==> src/rtl/led_pkg.sv <==
// Shared definitions for the LED pulse driver: state encoding, ICEstick timing
// defaults and the timer sizing rule.
package led_pkg;

    typedef enum logic [1:0] {
        ST_IDLE = 2'd0,
        ST_ON   = 2'd1,
        ST_GAP  = 2'd2
    } led_state_e;

    // 100 ms at the 12 MHz ICEstick clock
    localparam int DEF_ON_CYCLES  = 1200000;
    localparam int DEF_OFF_CYCLES = 1200000;
    localparam int DEF_PEND_MAX   = 7;

    function automatic int timer_width(input int on_c, input int off_c);
        int m;
        m = (on_c > off_c) ? on_c : off_c;
        return (m > 1) ? $clog2(m) : 1;
    endfunction

endpackage

==> src/rtl/led_pulse_driver_cycle_timer.sv <==
// Loadable down-counter that parks at zero; the zero flag tells the FSM a phase
// has run its full length.
module cycle_timer #(
    parameter int WIDTH = 1
) (
    input  logic             clk,
    input  logic             rst,
    input  logic             load,
    input  logic [WIDTH-1:0] load_val,
    output logic             zero
);

    logic [WIDTH-1:0] count_d;
    logic [WIDTH-1:0] count_q;

    always_comb begin
        if (load) begin
            count_d = load_val;
        end else if (count_q != {WIDTH{1'b0}}) begin
            count_d = count_q - WIDTH'(1);
        end else begin
            count_d = count_q;
        end
    end

    always_ff @(posedge clk) begin
        if (rst) begin
            count_q <= {WIDTH{1'b0}};
        end else begin
            count_q <= count_d;
        end
    end

    assign zero = (count_q == {WIDTH{1'b0}});

endmodule

==> src/rtl/led_pulse_driver.sv <==
// Stretches single-cycle events into fixed-length LED blinks separated by a
// minimum dark gap, queueing events that arrive mid-blink in a saturating counter.
module led_pulse_driver
    import led_pkg::*;
#(
    parameter int ON_CYCLES  = DEF_ON_CYCLES,
    parameter int OFF_CYCLES = DEF_OFF_CYCLES,
    parameter int PEND_MAX   = DEF_PEND_MAX,
    parameter bit ACTIVE_LOW = 1'b0
) (
    input  logic                            clk,
    input  logic                            rst,
    input  logic                            event_in,
    output logic                            led_out,
    output logic                            busy,
    output logic [$clog2(PEND_MAX+1)-1:0]   pend_count,
    output logic                            overflow
);

    localparam int TW = timer_width(ON_CYCLES, OFF_CYCLES);
    localparam int PW = $clog2(PEND_MAX + 1);

    led_state_e    state_d, state_q;
    logic [PW-1:0] pend_d, pend_q;
    logic          overflow_d, overflow_q;
    logic          led_d, led_q;
    logic          busy_d, busy_q;
    logic          timer_load;
    logic [TW-1:0] timer_load_val;
    logic          timer_zero;
    logic          dec;
    logic          pend_nz;

    cycle_timer #(.WIDTH(TW)) u_timer (
        .clk      (clk),
        .rst      (rst),
        .load     (timer_load),
        .load_val (timer_load_val),
        .zero     (timer_zero)
    );

    assign pend_nz = (pend_q != {PW{1'b0}});

    always_comb begin
        state_d        = state_q;
        timer_load     = 1'b0;
        timer_load_val = {TW{1'b0}};
        dec            = 1'b0;
        case (state_q)
            ST_IDLE: begin
                if (pend_nz) begin
                    state_d        = ST_ON;
                    timer_load     = 1'b1;
                    timer_load_val = TW'(ON_CYCLES - 1);
                    dec            = 1'b1;
                end else begin
                    state_d = ST_IDLE;
                end
            end
            ST_ON: begin
                if (timer_zero) begin
                    state_d        = ST_GAP;
                    timer_load     = 1'b1;
                    timer_load_val = TW'(OFF_CYCLES - 1);
                end else begin
                    state_d = ST_ON;
                end
            end
            ST_GAP: begin
                // A queued event skips IDLE so back-to-back blinks keep the minimum gap only
                if (timer_zero && pend_nz) begin
                    state_d        = ST_ON;
                    timer_load     = 1'b1;
                    timer_load_val = TW'(ON_CYCLES - 1);
                    dec            = 1'b1;
                end else if (timer_zero) begin
                    state_d = ST_IDLE;
                end else begin
                    state_d = ST_GAP;
                end
            end
            default: begin
                state_d = ST_IDLE;
            end
        endcase
    end

    always_comb begin
        pend_d     = pend_q;
        overflow_d = overflow_q;
        if (event_in && !dec) begin
            if (pend_q == PW'(PEND_MAX)) begin
                overflow_d = 1'b1;
            end else begin
                pend_d = pend_q + PW'(1);
            end
        end else if (dec && !event_in) begin
            pend_d = pend_q - PW'(1);
        end else begin
            pend_d = pend_q;
        end
        led_d  = (state_d == ST_ON) ^ ACTIVE_LOW;
        busy_d = (state_d != ST_IDLE);
    end

    always_ff @(posedge clk) begin
        if (rst) begin
            state_q    <= ST_IDLE;
            pend_q     <= {PW{1'b0}};
            overflow_q <= 1'b0;
            led_q      <= ACTIVE_LOW;
            busy_q     <= 1'b0;
        end else begin
            state_q    <= state_d;
            pend_q     <= pend_d;
            overflow_q <= overflow_d;
            led_q      <= led_d;
            busy_q     <= busy_d;
        end
    end

    assign led_out    = led_q;
    assign busy       = busy_q;
    assign pend_count = pend_q;
    assign overflow   = overflow_q;

endmodule
==> config.mk <==
export PLATFORM = sky130hd
export DESIGN_NAME = led_pulse_driver
export DESIGN_NICKNAME = d
export VERILOG_FILES = /design/src/rtl/led_pkg.sv /design/src/rtl/led_pulse_driver_cycle_timer.sv /design/src/rtl/led_pulse_driver.sv
export SDC_FILE = /design/constraint.sdc
export NUM_CORES = 1
export LEC_CHECK = 0
export ABC_AREA = 1
export BUFFER_PORTS_ARGS = -buffer_cell sky130_fd_sc_hd__buf_2
export CAP_MARGIN = 20
export CORE_ASPECT_RATIO = 0.9
export CORE_MARGIN = 3
export CORE_UTILIZATION = 35
export CTS_CLUSTER_DIAMETER = 120
export DETAILED_ROUTE_END_ITERATION = 10
export GPL_TIMING_DRIVEN = 0
export SYNTH_ARGS = -nofsm -noshare
export SYNTH_HDL_FRONTEND = slang
export SYNTH_HIERARCHICAL = 1
export SYNTH_SLANG_ARGS = --single-unit
==> constraint.sdc <==
create_clock -name clk -period 2.58 [get_ports clk]
set_clock_uncertainty 0.05 [all_clocks]
set_input_delay 0 -clock clk [delete_from_list [all_inputs] [get_ports clk]]
set_output_delay 0 -clock clk [all_outputs]
set_load 0.01 [all_outputs]
==> out/metrics.yaml, run 1 <==
critical_path:
  reg2reg_slack_ns: 0.24
  path_class: "register to register"
  cp_data_required_time_ns: 2.71
  cp.arrival_ns: 2.47
  timing.rr.start: "u_timer/count_q[6]"
  critPathTopFamily: "simple AND/OR/NAND/NOR gates"
  slowest_delay_ns: 0.41
  path_cells: "nor2_1 -> nand2_2 -> inv_1 -> nand3_1 -> inv_1 -> inv_2 -> a21oi_4 -> nand2_4 -> nand2_1 -> fa_1 -> inv_1 -> nand4_1 -> a21oi_1 -> nor2_1"
  r2r-end: "pend_count[2]"
  crit_top_cell: "inv_1"
  cp-end-kind: "register"
  timing.critical_path.buf_inv: 4
  cp_max_fo: 7
  rr_worst_depth: 14
  cp-start-kind: "register"
  cp_slowest_cell: "dfxtp_1"
global_route:
  overflow: 0
  grt_use_total_pct: 15.75
  grtUsageMet2_pct: 23.68
  grt_pass1_wl_mm: 7.245
  gr-max-usage-layer: "met2"
  grt_max_degree: 18
  met1_usage_pct: 21.43
  grt_pass1_vias: 1597
  grtUsageMet3_pct: 3.511
  antenna_found_initial: 0
timing:
  hold_viol_final: 0
  hold_slack_ns: 0.09035
  fmax_mhz: 427.5
  tightest_slew_ns: 0.5656
  rsz0062_at_grt: "no"
  final-max-slew-violation-count: 0
  finalWorstSetupSlack_ns: 0.2409
  setup_viol: 0
  period_needed_ns: 2.339
  fin_crit_sh_pct: 90.66
  setup_tns_ns: 0
  slew_headroom_pct: 62.29
min_path:
  holdCritStartpoint: "event_in"
  hold_path_depth: 4
  min_to: "pend_count[2]"
  hp-class: "input port to register"
clocking:
  clock-sinks: 29
  cts_buffer_depth: 2
  cts_buffers: 5
  clk_latency_ns: 0.28
  cts_tree: "yes"
  cts_root_buf: "clkbuf_8"
  htree_num_levels: 2
  clkTransAtPathRegs_ns: 0.07
routing:
  wl_mm: 4.174
  drtPass1Iterations: 4
  viasPerCell: 4.685
  drc: 0
  drt_iter0_markers: 80
  ant_nets: 0
  num_vias: 1696
  routedWlPerCell_um: 11.53
logic_synthesis:
  syn_area_per_cell_sq_um: 6.608
  synth_seq_cells: 29
  synth_area_sq_um: 1810
  synthDistinctLibCells: 32
  synth_sequential_area_ratio_pct: 32.07
  synth-warning-count: 6
  netlist_instances: 274
floorplanning:
  die_area_sq_um: 6073
  fp.dieH_um: 74.23
  core_sq_um: 4925
  initial_utilization_pct: 36.76
  die_w_um: 81.81
  ioPinCount: 9
  fp-row-count: 24
status:
  status: "finished, final reports clean"
place:
  portBuffers: 8
  preCtsSetupSlack_ns: -0.2898
  place.gp.congestion: 0.7609
  post-dp-hpwl_mm: 3.132
final_layout:
  antenna_cells: 0
  syn_to_final_growth_pct: 15.41
  fillers: 535
  fin_util_pct: 42.43
  layout-drive-gt1-share_pct: 15.82
  nets: 302
flow_run:
  maxCapViolCount: 0
==> cells by family (layout without fill, tap and decap cells) <==
| logic type | after synthesis | after routing | synth area share, % |
|---|---|---|---|
| XOR/XNOR | 5 | 5 | 2.419 |
| other | 1 | 7 | 0.2071 |
| flip-flops | 29 | 29 | 32.07 |
| AO/OA/AOI/OAI | 46 | 46 | 14.86 |
| buffers and inverters | 38 | 55 | 8.085 |
| adder cells (fa/ha/maj) | 3 | 3 | 2.488 |
| AND/OR/NAND/NOR | 152 | 152 | 39.87 |
==> metrics by stage <==
step | cells | cell area (sq um)
after floorplan | 280 | 1833
after detailed placement | 353 | 1954
after global routing | 362 | 2090
after CTS | 362 | 2069
final | 362 | 2090
after global placement | 353 | 1954
==> worst max path at each step <==
stage / cells after the start / slack [ns] / startpoint / end
after floorplan: 13 / 0.38 / u_timer/count_q[10] / u_timer/count_q[8]
after global placement: 14 / -0.32 / u_timer/count_q[10] / u_timer/count_q[4]
after detailed placement: 13 / -0.29 / u_timer/count_q[10] / u_timer/count_q[1]
after CTS: 12 / 0.01 / u_timer/count_q[10] / u_timer/count_q[5]
after global routing: 13 / 0.009 / u_timer/count_q[10] / u_timer/count_q[20]
final: 14 / 0.24 / u_timer/count_q[6] / pend_count[2]
==> layout make-up <==
| cell class | instances | area (sq um) | area share (%) |
|---|---|---|---|
| Clock buffer | 7 | 96.34 | 4.611 |
| Sequential cell | 29 | 580.6 | 27.78 |
| Multi-Input combinational cell | 213 | 1125 | 53.83 |
| Buffer | 5 | 25.02 | 1.198 |
| Timing Repair Buffer | 9 | 50.05 | 2.395 |
| Tap cell | 65 | 81.33 | 3.892 |
| Clock inverter | 1 | 5.005 | 0.2395 |
| Inverter | 33 | 126.4 | 6.048 |
==> synthesized netlist by cell type, drive strengths merged <==
library cell   n  share of area [%]
nor2          48                 13
a21oi         24                7.3
buf            2               0.48
o21a           5                2.1
nand3         19                5.8
a31oi          1               0.35
o211ai         2               0.83
dfxtp         29                 32
xor2           3                1.5
nand2         74                 17
conb           1               0.21
nand3b         1               0.41
o21ai         12                3.5
a21boi         2               0.83
xnor2          2               0.97
nor3           1               0.28
fa             1                1.1
ha             2                1.4
nand4          9                3.1
clkbuf         3               0.62
inv           33                7.0
==> metal layers <==
metal | share of wire, % | wire length (um)
met4 | 1.1 | 44
met3 | 5.1 | 212
met5 | 0 | 0
met2 | 42 | 1763
met1 | 52 | 2153
==> layout by cell type, fill, tap and decap left out, drive strengths merged <==
cell         synthesis  layout
inv                 33      33
ha                   2       2
a21oi               24      24
a31oi                1       1
o211ai               2       2
clkinv               0       1
nor3                 1       1
fa                   1       1
nor2                48      48
nand3b               1       1
dlygate4sd3          0       1
xor2                 3       3
clkbuf               3      10
xnor2                2       2
o21a                 5       5
nand2               74      74
dfxtp               29      29
conb                 1       7
o21ai               12      12
a21boi               2       2
buf                  2      10
nand3               19      19
nand4                9       9
==> state kept, by name (all words and copies together), names as in the netlist <==
name / flops
u_timer/count_q: 21
led_out: 1
overflow: 1
busy: 1
state_q: 2
pend_count: 3
==> what timing repair did <==
action / 4_1_cts / 5_1_grt
endpoints found under the hold margin: 6 / 0
setup endpoints to repair: 21 / 21
hold buffers: 1 / 0
pin swaps: 0 / 1
buffers inserted: 0 / 0
resized for setup: 2 / 7
==> worst register-to-register path, cell delays in order (launching register included) <==
cell	delay, ns
dfxtp_1	0.41
nor2_1	0.10
nand2_2	0.13
inv_1	0.10
nand3_1	0.17
inv_1	0.09
inv_2	0.09
a21oi_4	0.07
nand2_4	0.13
nand2_1	0.11
fa_1	0.40
inv_1	0.06
nand4_1	0.11
a21oi_1	0.16
nor2_1	0.06
Power of run 1 is left out: the tool's default activity adds up to more than one toggle a clock period on the data nets, which glitch-free logic cannot reach.
==> run 2, diff against run 1 <==
--- a/config.mk
+++ b/config.mk
@@ -7,3 +7,2 @@
 export LEC_CHECK = 0
-export ABC_AREA = 1
 export BUFFER_PORTS_ARGS = -buffer_cell sky130_fd_sc_hd__buf_2
--- a/constraint.sdc
+++ b/constraint.sdc
@@ -4,2 +4,2 @@
 set_output_delay 0 -clock clk [all_outputs]
-set_load 0.01 [all_outputs]
+set_load 0.1 [all_outputs]
==> out/metrics.yaml, run 2 <==
logic_synthesis:
  synthTopCellsByArea: "dfxtp_1, xnor2_1, nand2_1"  # was dfxtp_1, nand2_1, nor2_1
  synth_top_cells_by_count: "dfxtp_1, nand2_1, o21ai_0"  # was nand2_1, nor2_1, inv_1
  synth.most_common_cell: "dfxtp_1"  # was nand2_1
  synth_top_area_share_pct: 36.97  # was 32.07%
  synth-edff-count: 0  # unchanged
  synth_sequential_area_ratio_pct: 36.97  # was 32.07%
  synth-warning-count: 6  # unchanged
  ys.flop_type: "dfxtp_1"  # unchanged
  synthDistinctLibCells: 48  # was 32
  synth_seq_cells: 29  # unchanged
  synth_area_leader_cell: "dfxtp_1"  # unchanged
  netlist_instances: 185  # was 274
  syn_area_per_cell_sq_um: 8.488  # was 6.608 sq um
  synthArstFlopShare_pct: 0  # unchanged
  synth_area_sq_um: 1570  # was 1810 sq um
final_layout:
  top_register: "u_timer/count_q"  # unchanged
  syn_to_final_growth_pct: 38.65  # was 15.41%
  mostFrequentLayoutCells: "nand2_1, buf_4, dfxtp_1"  # was nand2_1, nor2_1, inv_1
  layout_commonest_cell: "nand2_1"  # unchanged
  nets: 237  # was 302
  antenna_cells: 0  # unchanged
  largest_reg_flops: 21  # unchanged
  layout-drive-gt1-share_pct: 37.50  # was 15.82%
floorplanning:
  die_w_um: 76.61  # was 81.81 um
  fp.dieH_um: 69.55  # was 74.23 um
  ioPinCount: 9  # unchanged
  fp-row-count: 22  # was 24
  initial_utilization_pct: 37.28  # was 36.76%
  core_sq_um: 4212  # was 4925 sq um
  die_area_sq_um: 5327  # was 6073 sq um
pwr:
  p_leak_nw: 0.8726
  vdd.ir_drop.worst_uv: 653.0
  powerDensity_nw_per_um2: 1468
min_path:
  hp-class: "input port to register"  # unchanged
  hold_path_depth: 3  # was 4
  min_to: "u_timer/count_q[19]"  # was pend_count[2]
  holdCritStartpoint: "rst"  # was event_in
clocking:
  cts_root_buf: "clkbuf_8"  # unchanged
  cts_tree: "yes"  # unchanged
  cts_buffer_depth: 2  # unchanged
  clk_latency_ns: 0.29  # was 0.28 ns
  htree_num_levels: 2  # unchanged
  clkTransAtPathRegs_ns: 0.06  # was 0.07 ns
  clock-sinks: 29  # unchanged
  cts_buffers: 5  # unchanged
routing:
  wl_mm: 3.851  # was 4.174 mm
  num_vias: 1448  # was 1,696
  drc: 0  # unchanged
  drt_iter0_markers: 65  # was 80
  routedWlPerCell_um: 13.19  # was 11.53 um
  ant_nets: 0  # unchanged
  drtPass1Iterations: 5  # was 4
  viasPerCell: 4.959  # was 4.685
critical_path:
  cp_data_required_time_ns: 2.71  # about the same
  cp_max_fo: 5  # was 7
  path_cells: "or4_4 -> or3_4 -> nor2_4 -> nor2b_2 -> or3_4 -> nand2_2 -> fa_2 -> mux2_4 -> mux2_4"  # was nor2_1 -> nand2_2 -> inv_1 -> nand3_1 -> inv_1 -> inv_2 -> a21oi_4 -> nand2_4 -> nand2_1 -> fa_1 -> inv_1 -> nand4_1 -> a21oi_1 -> nor2_1
  r2r-end: "pend_count[2]"  # unchanged
  cp_slowest_cell: "or4_4"  # was dfxtp_1
  timing.critical_path.buf_inv: 0  # was 4
  critPathTopFamily: "simple AND/OR/NAND/NOR gates"  # unchanged
  slowest_delay_ns: 0.55  # was 0.41 ns
  cp.arrival_ns: 3.02  # was 2.47 ns
  rr_worst_depth: 9  # was 14
  reg2reg_slack_ns: -0.31  # was 0.24 ns
  timing.rr.start: "u_timer/count_q[10]"  # was u_timer/count_q[6]
  cp-start-kind: "register"  # unchanged
  cp-end-kind: "register"  # unchanged
  path_class: "register to register"  # unchanged
global_route:
  overflow: 0  # unchanged
  grt_pass1_vias: 1338  # was 1,597
  grt_max_degree: 11  # was 18
  antenna_found_initial: 0  # unchanged
  grt_use_total_pct: 15.16  # was 15.75%
  grt_pass1_wl_mm: 6.396  # was 7.245 mm
timing:
  final-max-slew-violation-count: 0  # unchanged
  period_needed_ns: 2.890  # was 2.339 ns
  setup_tns_ns: -4.343  # was 0 ns
  tightest_slew_ns: 0.6768  # was 0.5656 ns
  finalWorstSetupSlack_ns: -0.3099  # was 0.2409 ns
  rsz0062_at_grt: "yes"  # was no
  fmax_mhz: 346.0  # was 427.5 MHz
  hold_slack_ns: 0.02076  # was 0.09035 ns
  setup_viol: 26  # was 0
  hold_viol_final: 0  # unchanged
  slew_headroom_pct: 54.46  # was 62.29%
  fin_crit_sh_pct: 112.0  # was 90.66%
status:
  status: "finished, violations left"  # was finished, final reports clean
  violations: "setup timing"
flow_run:
  maxCapViolCount: 0  # unchanged
place:
  post-dp-hpwl_mm: 2.310  # was 3.132 mm
  place.gp.congestion: 0.7796  # was 0.7609
  portBuffers: 8  # unchanged
==> run 2: worst max-delay path by stage <==
stage / to / from / cells past startpoint
finish: pend_count[2] / u_timer/count_q[10] / 9
global route: pend_count[2] / u_timer/count_q[10] / 9
detailed placement: pend_count[2] / u_timer/count_q[14] / 9
global placement: pend_count[2] / u_timer/count_q[14] / 9
floorplan: pend_count[2] / u_timer/count_q[13] / 10
CTS: pend_count[2] / u_timer/count_q[8] / 10
==> run 2: where the power goes <==
group | leakage [nW] | total, mW | internal [mW] | switching [mW]
Clock | 0.0542 | 0.422 | 0.241 | 0.181
Combinational | 0.576 | 2.01 | 0.939 | 1.07
Sequential | 0.242 | 0.762 | 0.604 | 0.159
==> run 2: metrics by stage <==
step | cells | instance area, sq um | power (mW) | util, % | setup slack, ns
5_1_grt | 292 | 2177 | 3.426 | 51.69 | -0.3643
3_3_place_gp | 259 | 1787 | 2.312 | 42.42 | -0.5825
2_1_floorplan | 191 | 1672 | 2.052 | - | -0.3423
6_report | 292 | 2177 | 3.195 | 51.69 | -0.3099
3_5_place_dp | 259 | 1787 | 2.321 | 42.42 | -0.5580
4_1_cts | 289 | 2125 | 3.121 | 50.45 | -0.3586
==> run 2: timing repair <==
item / CTS / global route
cloned: 1 / 0
setup endpoints to repair: 24 / 27
gates resized for setup: 24 / 15
hold buffers: 0 / 0
setup buffers: 22 / 6
pin swaps: 11 / 12
==> run 2: layout make-up <==
cell class                 count  area (sq um)
fill                         407          2034
multi-input combinational    152          1065
sequential                    29         594.3
timing repair buffer          34         257.7
clock buffer                   7         96.34
tap                           60         75.07
buffer                         6         67.56
inverter                       3         16.27
clock inverter                 1         5.005
==> run 2: metal layers <==
| layer | track usage (%) | up-vias | routed length, um |
|---|---|---|---|
| met5 | 0 | - | 0 |
| met4 | 6.036 | 0 | 66 |
| met3 | 4.675 | 7 | 138 |
| met2 | 22.73 | 21 | 1765 |
| met1 | 20.26 | 678 | 1880 |
| li1 | - | 742 | - |
==> run 2: tightest hold or removal path: stages <==
cell,delay (ns)
buf_2,0.12
buf_6,0.15
a211oi_2,0.04
==> run 2: cells by family after synthesis <==
family,after synthesis,share of synthesized area (%)
AO/OA/AOI/OAI,32,12.35
XOR/XNOR,18,10.04
adder cells (fa/ha/maj),3,2.868
buffers and inverters,10,3.665
flip-flops,29,36.97
multiplexers,3,2.310
other,1,0.2388
AND/OR/NAND/NOR,89,31.55
Note: power is estimated with default switching activity, not from simulation.
